==> config.mk <==
export PLATFORM = sky130hd
export DESIGN_NAME = ttm4_prog_loader
export DESIGN_NICKNAME = d
export VERILOG_FILES = /design/src/rtl/ttm4_prog_loader_pkg.sv /design/src/rtl/ttm4_prog_loader_timeout.sv /design/src/rtl/ttm4_prog_loader.sv
export SDC_FILE = /design/constraint.sdc
export NUM_CORES = 1
export LEC_CHECK = 0
export ABC_AREA = 1
export CORE_UTILIZATION = 55
export DETAILED_ROUTE_END_ITERATION = 8
export HOLD_SLACK_MARGIN = 0.1
export PLACE_DENSITY = 0.84
export SLEW_MARGIN = 20
export SYNTH_ARGS = -nofsm -noshare
export SYNTH_HDL_FRONTEND = slang
export SYNTH_HIERARCHICAL = 1
export SYNTH_SLANG_ARGS = --single-unit
==> constraint.sdc <==
create_clock -name clk -period 5 [get_ports clk]
set_input_delay 1.25 -clock clk [delete_from_list [all_inputs] [get_ports clk]]
set_output_delay 1.25 -clock clk [all_outputs]
set_load 0.02 [all_outputs]
==> src/rtl/ttm4_prog_loader_pkg.sv <==
`default_nettype none
// ============================================================================
// Module : ttm4_prog_loader_pkg
// Brief  : Shared types and widths for the TTM4 program loader.
// Rev    : 1.0
// ============================================================================
package ttm4_prog_loader_pkg;

    localparam int ADDR_W  = 8;
    localparam int INSTR_W = 15;

    localparam int OP_MSB = 14;
    localparam int OP_LSB = 10;
    localparam int SR_MSB = 9;
    localparam int SR_LSB = 7;
    localparam int LR_MSB = 6;
    localparam int LR_LSB = 4;
    localparam int IM_MSB = 3;
    localparam int IM_LSB = 0;

    typedef enum logic [2:0] {
        ST_IDLE = 3'd0,
        ST_CNT  = 3'd1,
        ST_LO   = 3'd2,
        ST_HI   = 3'd3,
        ST_WR   = 3'd4,
        ST_CHK  = 3'd5
    } state_t;

    function automatic logic [INSTR_W-1:0] pack_instr(input logic [6:0] hi, input logic [7:0] lo);
        return {hi, lo};
    endfunction

endpackage

`default_nettype wire

==> src/rtl/ttm4_prog_loader_timeout.sv <==
`default_nettype none
// ============================================================================
// Module : ttm4_prog_loader_timeout
// Brief  : Byte-gap watchdog; fires on the LIMIT-th consecutive idle cycle.
// Rev    : 1.0
// ============================================================================
module ttm4_prog_loader_timeout #(
    parameter int LIMIT = 1000
) (
    input  logic clk,
    input  logic rst,
    input  logic run,
    output logic expire
);

    localparam int CW = $clog2(LIMIT + 1);

    logic [CW-1:0] r_count;

    assign expire = run && (r_count == CW'(LIMIT - 1));

    always_ff @(posedge clk or posedge rst) begin
        if (rst) begin
            r_count <= '0;
        end else if (!run || expire) begin
            r_count <= '0;
        end else begin
            r_count <= r_count + CW'(1);
        end
    end

endmodule

`default_nettype wire

==> src/rtl/ttm4_prog_loader.sv <==
`default_nettype none
// ============================================================================
// Module : ttm4_prog_loader
// Brief  : Byte-stream boot loader writing 15-bit words into program memory.
// Rev    : 1.0
// ============================================================================
module ttm4_prog_loader
    import ttm4_prog_loader_pkg::*;
#(
    parameter logic [7:0] SYNC_BYTE   = 8'hA5,
    parameter int         TIMEOUT_CYC = 1000,
    parameter bit         BOOT_HOLD   = 1'b1
) (
    input  logic               clk,
    input  logic               rst,
    input  logic               in_valid,
    input  logic [7:0]         in_data,
    output logic               in_ready,
    output logic               mem_we,
    output logic [ADDR_W-1:0]  mem_add,
    output logic [INSTR_W-1:0] mem_data,
    output logic               cpu_rst,
    output logic               busy,
    output logic               done,
    output logic               err
);

    state_t          r_state;
    logic [ADDR_W:0] r_words_left;
    logic [7:0]      r_csum;
    logic [7:0]      r_lo;

    logic w_accept;
    logic w_wd_run;
    logic w_expire;

    assign w_accept = in_valid && in_ready;
    assign w_wd_run = (r_state == ST_CNT || r_state == ST_LO ||
                       r_state == ST_HI  || r_state == ST_CHK) && !w_accept;

    ttm4_prog_loader_timeout #(
        .LIMIT (TIMEOUT_CYC)
    ) u_timeout (
        .clk    (clk),
        .rst    (rst),
        .run    (w_wd_run),
        .expire (w_expire)
    );

    always_ff @(posedge clk or posedge rst) begin
        if (rst) begin
            r_state      <= ST_IDLE;
            r_words_left <= '0;
            r_csum       <= '0;
            r_lo         <= '0;
            in_ready     <= 1'b0;
            mem_we       <= 1'b0;
            mem_add      <= '0;
            mem_data     <= '0;
            cpu_rst      <= BOOT_HOLD;
            busy         <= 1'b0;
            done         <= 1'b0;
            err          <= 1'b0;
        end else begin
            mem_we <= 1'b0;
            case (r_state)
                ST_IDLE: begin
                    in_ready <= 1'b1;
                    if (w_accept && in_data == SYNC_BYTE) begin
                        r_state <= ST_CNT;
                        cpu_rst <= 1'b1;
                        busy    <= 1'b1;
                        done    <= 1'b0;
                        err     <= 1'b0;
                    end
                end
                ST_CNT: begin
                    if (w_accept) begin
                        // A zero count encodes a full 256-word image
                        r_words_left <= (in_data == 8'h00) ? 9'h100 : {1'b0, in_data};
                        mem_add      <= '0;
                        r_csum       <= '0;
                        r_state      <= ST_LO;
                    end
                end
                ST_LO: begin
                    if (w_accept) begin
                        r_lo    <= in_data;
                        r_csum  <= r_csum + in_data;
                        r_state <= ST_HI;
                    end
                end
                ST_HI: begin
                    if (w_accept) begin
                        mem_data <= pack_instr(in_data[6:0], r_lo);
                        r_csum   <= r_csum + in_data;
                        in_ready <= 1'b0;
                        mem_we   <= 1'b1;
                        r_state  <= ST_WR;
                    end
                end
                ST_WR: begin
                    in_ready     <= 1'b1;
                    mem_add      <= mem_add + 8'd1;
                    r_words_left <= r_words_left - 9'd1;
                    r_state      <= (r_words_left == 9'd1) ? ST_CHK : ST_LO;
                end
                ST_CHK: begin
                    if (w_accept) begin
                        if (in_data == r_csum) begin
                            done    <= 1'b1;
                            cpu_rst <= 1'b0;
                        end else begin
                            err <= 1'b1;
                        end
                        busy    <= 1'b0;
                        r_state <= ST_IDLE;
                    end
                end
                default: r_state <= ST_IDLE;
            endcase

            // Watchdog abort leaves CPU held; partial memory contents are harmless
            if (w_expire) begin
                err     <= 1'b1;
                busy    <= 1'b0;
                r_state <= ST_IDLE;
            end
        end
    end

endmodule

`default_nettype wire

# --- Word level (Yosys, flattened, before mapping) ---
# Index checks and enable logic that the tools add are counted.
op_classes:
  n_addsub: 4
  multipliers: 0
  div: 0
  order_cmp: 0
  eq_ne: 21
  n_shift: 0
  n_mux: 34
  bitwise: 0
  n_reduce_logical: 28
op_table:
  columns: ["cell", "count"]
  rows:
  - ["$pmux W8 S2", 2]
  - ["$mux W3", 7]
  - ["$mux W9", 2]
  - ["$ne A3 B2 Y1 const B", 6]
  - ["$pmux W3 S6", 1]
  - ["$pmux W9 S2", 1]
  - ["$mux W8", 2]
  - ["$mux W1", 13]
  - ["$add A10 B1 Y10 const B", 1]
  - ["$eq A10 B10 Y1 const B", 1]
  - ["$mux W10", 1]
  - ["$pmux W1 S2", 5]
  - ["$eq A9 B1 Y1 const B", 1]
  - ["$sub A9 B1 Y9 const B", 1]
  - ["$add A8 B1 Y8 const B", 1]
  - ["$add A8 B8 Y8", 1]
  - ["$eq A8 B8 Y1", 1]
  - ["$eq A8 B8 Y1 const B", 1]
  - ["$logic_not A8 Y1", 1]
  - ["$ne A2 B2 Y1 const B", 4]
  - ["$reduce_and A2 Y1", 4]
  - ["$reduce_and A4 Y1", 2]
  - ["$reduce_bool A2 Y1", 4]
  - ["$eq A3 B2 Y1 const B", 2]
  - ["other kinds (11)", 22]
totals:
  regBits: 67
  latch_bits: 0
  mem_bits_rw: 0
  romBits: 0
  in_bits: 11
  output_inout_bits: 29
  mem_count: 0

# --- Depth between registers and ports, before layout ---
depth:
  depth_word: 8
  depth_mapped: 13
  mapped_depth_nobuf: 13

# --- Modules after synthesis ---
# Netlist, hierarchy kept.
by_module_without_submodules:
  columns: ["module", "instances", "cells_per_inst", "area_per_inst_um2", "seq_area_each_um2"]
  rows:
  - ["ttm4_prog_loader", 1, 390, 3123.0, 1427.6]
  - ["ttm4_prog_loader_timeout", 1, 71, 571.8, 250.2]

# --- Worst setup path after synthesis ---
# Ideal clock, no wire load.
synth_timing:
  path_kind: "in2reg"
  start: "input in_valid"
  end: "register err"
  setup_ns: 0.117
  arrival_time_ns: 2.352
  path_slack_ns: 2.531
  cell_stages: 12
  cell_sequence: "nand2_1 > o21ai_0 > inv_1 > inv_1 > nor2_1 > inv_1 > nand3_1 > nand2_1 > inv_1 > nand3_1 > nand2_1 > nand2_1"
synth_via:
  elab_chain_cells: 6
synth_lines:
  columns: ["item", "line", "source"]
  rows:
  - ["start: declaration", "ttm4_prog_loader.sv:16", "input logic in_valid,"]
  - ["$logic_and A1 B1 Y1 (*)", "ttm4_prog_loader.sv:37", "assign w_accept = in_valid && in_ready;"]
  - ["$logic_not A1 Y1 (*)", "ttm4_prog_loader.sv:39", "r_state == ST_HI || r_state == ST_CHK) && !w_accept;"]
  - ["$logic_and A1 B1 Y1 (*)", "ttm4_prog_loader.sv:39", null]
  - ["named net w_wd_run", "ttm4_prog_loader.sv:34", "logic w_wd_run;"]
  - ["$logic_and A1 B1 Y1 (*)", "ttm4_prog_loader_timeout.sv:20", "assign expire = run && (r_count == CW'(LIMIT - 1));"]
  - ["named net w_expire", "ttm4_prog_loader.sv:35", "logic w_expire;"]
  - ["$ne A3 B2 Y1 (no source line) or $reduce_bool A3 Y1 (tied branches)", null, null]
  - ["$reduce_and A4 Y1 (no source line)", null, null]
  - ["end signal: assignment", "ttm4_prog_loader.sv:63", "err <= 1'b0;"]
  - ["end signal: assignment", "ttm4_prog_loader.sv:74", "err <= 1'b0;"]
  - ["end signal: assignment", "ttm4_prog_loader.sv:114", "err <= 1'b1;"]
  - ["end: declaration", "ttm4_prog_loader.sv:25", "output logic err"]
# Mark *: on every way through the listed nets, which the timed path passes. The rest lies on a longest branch.
# A chain may end at the register's enable or synchronous reset.

# --- Worst setup path in the final report ---
# Ends and elaborated chain as after synthesis.

==> results_dict.tcl <==
set metrics [dict create \
    async_reset_ff_frac 1.00 \
    htree_levels 3 \
    ys.flop_type "dfrtp_1" \
    powerDensity_nw_per_um2 568 \
    synth_fp_nets 484 \
    r2r_slack_ps 3000 \
    layout-drive-gt1-share 0.120 \
    synth.distinct_cells 37 \
    rr_worst_depth 13 \
    reg2reg_to "err" \
    synth_area_leaders "dfrtp_1, nand2_1, nand3_1" \
    n_antenna_cell 0 \
    vdd_ir_drop_max_mv 0.388 \
    path_clk_slew_ps 80 \
    r2r-start "r_state[1]" \
    synthSimpleGateAreaFrac 0.309 \
    placed_cell_area_sq_um 4120 \
    die_w_microns 84.0 \
    clock_sinks 67 \
    io_pins 40 \
    finalNetCount 527 \
    routabilityCongestion 0.897 \
    post_drt_wl_per_cell_microns 13.5 \
    grt_pass1_vias 2970 \
    criticalPathCategory "in -> reg" \
    track_usage 0.241 \
    syn2layout_area_growth_pct 16.3 \
    synth_compound_area_frac 0.103 \
    setup_viol_count_final 0 \
    ys_seq_area_frac 0.454 \
    syn_inst 461 \
    cts_tree "done" \
    synth.avg_cell_area_sq_um 8.01 \
    cp-end-kind "flop" \
    ys_seq_elements 67 \
    cellLeakagePower_nw 2.15 \
    die-area_sq_um 7050 \
    firstDrtPassIters 9 \
    slew_headroom 0.465 \
    cp.required_ps 5240 \
    slew_violations 0 \
    antenna_left 0 \
    power_mw 2.44 \
    initial_core_util 0.575 \
    start_kind "input port" \
    synth_top_area_cell "dfrtp_1" \
    hp-class "reg -> reg" \
    path_max_fanout 7 \
    netlist_area_sq_um 3690 \
    cts_resized 0 \
    fillers 538 \
    worstMarginPinSlew_ps 801 \
    cts_buffer_depth 2 \
    setup_slack_ps 2160 \
    synth_top_family_by_area "simple AND/OR/NAND/NOR gates" \
    fmax_mhz 352 \
    cts_root_buf "clkbuf_8" \
    failed_checks "design-rule violations" \
    post_cts_buffers 0 \
    cts_buffers 9 \
    synthMuxAreaShare 0 \
    postCtsHoldBufs 0 \
    ys_warn_count 6 \
    antenna_found_initial 0 \
    status "finished, violations left" \
    grt_max_degree 41 \
    rsz0062_at_grt "false" \
    mostFrequentLayoutCells "nand2_1, dfrtp_1, inv_1, nand3_1, clkdlybuf4s50_1" \
    grt_overflow 0 \
    vias 3189 \
    layout_commonest_cell "nand2_1" \
    via_per_inst 5.44 \
    synth_top_area_frac 0.447 \
    drtIter0Drc 234 \
    hold_depth 2 \
    skew_ps 14.4 \
    wl_microns 7900 \
    drc 6 \
    hold_start "cpu_rst" \
    arrival_ps 3080 \
    clk_latency_ps 360 \
    synthAdderAreaFrac 0.0427 \
    hold_violations 0 \
    rows 29 \
    hold_path_end "cpu_rst" \
    grt_pass1_wl_microns 13500 \
    tns_ps 0 \
    core_area_sq_um 6420 \
    die_height_microns 84.0 \
    post-route-min-period_ps 2840 \
    drv_cap 0 \
    synth_xor_xnor_area_share 0.0119 \
    finalCritPeriodShare 0.568 \
    synth_edf_count 0 \
    stdcell_area_sq_um 4300 \
    startpoint "in_valid" \
    io_buffers 39 \
    place_ws_ps 1860 \
    place_hpwl_microns 5670 \
]
## final cells by class
cell class              count  area, sq um  area share
clock buffers               9          124      0.0288
clock inverters             7         52.6      0.0122
inverters                  60          225      0.0524
multi-input cells         326         1720       0.401
flip-flops and latches     67         1680       0.391
well taps                  77         96.3      0.0224
repair buffers             40          398      0.0926
## state kept, by name (all words and copies together), names as in the netlist
name and count:
busy 1, mem_data 15, err 1, mem_we 1, r_csum 8, done 1, r_state 3, cpu_rst 1
r_lo 8, in_ready 1, mem_add 8, u_timeout/r_count 10, r_words_left 9
## worst max-delay path by stage
stage / end / cells after the start
after floorplan: busy / 1
after global placement: err / 13
after detailed placement: err / 13
after CTS: err / 13
after global routing: err / 13
final: err / 13
## worst max-delay path, stage by stage
cell             delay, ps
clkdlybuf4s50_1        420
nand2_1                180
o21ai_0                180
inv_1                  120
inv_1                   60
nor2_1                 220
inv_1                  180
nand3_1                130
nand2_1                 80
inv_1                   80
nand3_1                 80
nand2_1                 70
nand2_1                 50
## cells by family (layout without fill, tap and decap cells)
family,count (synthesis),count (layout)
buffers and inverters,68,116
adder cells (fa/ha/maj),12,12
flip-flops,67,67
AND/OR/NAND/NOR,252,252
XOR/XNOR,5,5
AO/OA/AOI/OAI,57,57
## power breakdown
| group | internal (mW) | total [mW] | switching (mW) |
|---|---|---|---|
| Sequential | 0.745 | 0.893 | 0.147 |
| Clock | 0.182 | 0.411 | 0.229 |
| Combinational | 0.447 | 1.14 | 0.689 |
| Total | 1.37 | 2.44 | 1.07 |
## through the flow
stage / hold slack (ps) / std cells / utilization
2_1_floorplan: 449 / 461 / -
3_3_place_gp: 454 / 570 / 0.642
3_5_place_dp: 458 / 570 / 0.642
4_1_cts: 475 / 586 / 0.669
5_1_grt: 495 / 586 / 0.669
6_report: 471 / 586 / 0.669
## synthesized netlist by cell type, types with 6 or more instances
master,instances
o21ai_0,13
nor2_1,37
ha_1,11
dfrtp_1,66
nand4_1,11
nand2_1,135
inv_1,53
inv_2,7
nand2_2,6
o21ai_2,16
nand3_1,41
a21oi_1,14
## layer usage
layer | vias up | share of wire | wire length, microns | track usage
li1 | 1578 | - | - | -
met1 | 1483 | 0.45 | 3540 | 0.326
met2 | 110 | 0.48 | 3770 | 0.378
met3 | 18 | 0.055 | 433 | 0.0504
met4 | 0 | 0.020 | 162 | 0.100
met5 | - | 0 | 0 | 0
Note: power is estimated with default switching activity, not from simulation.
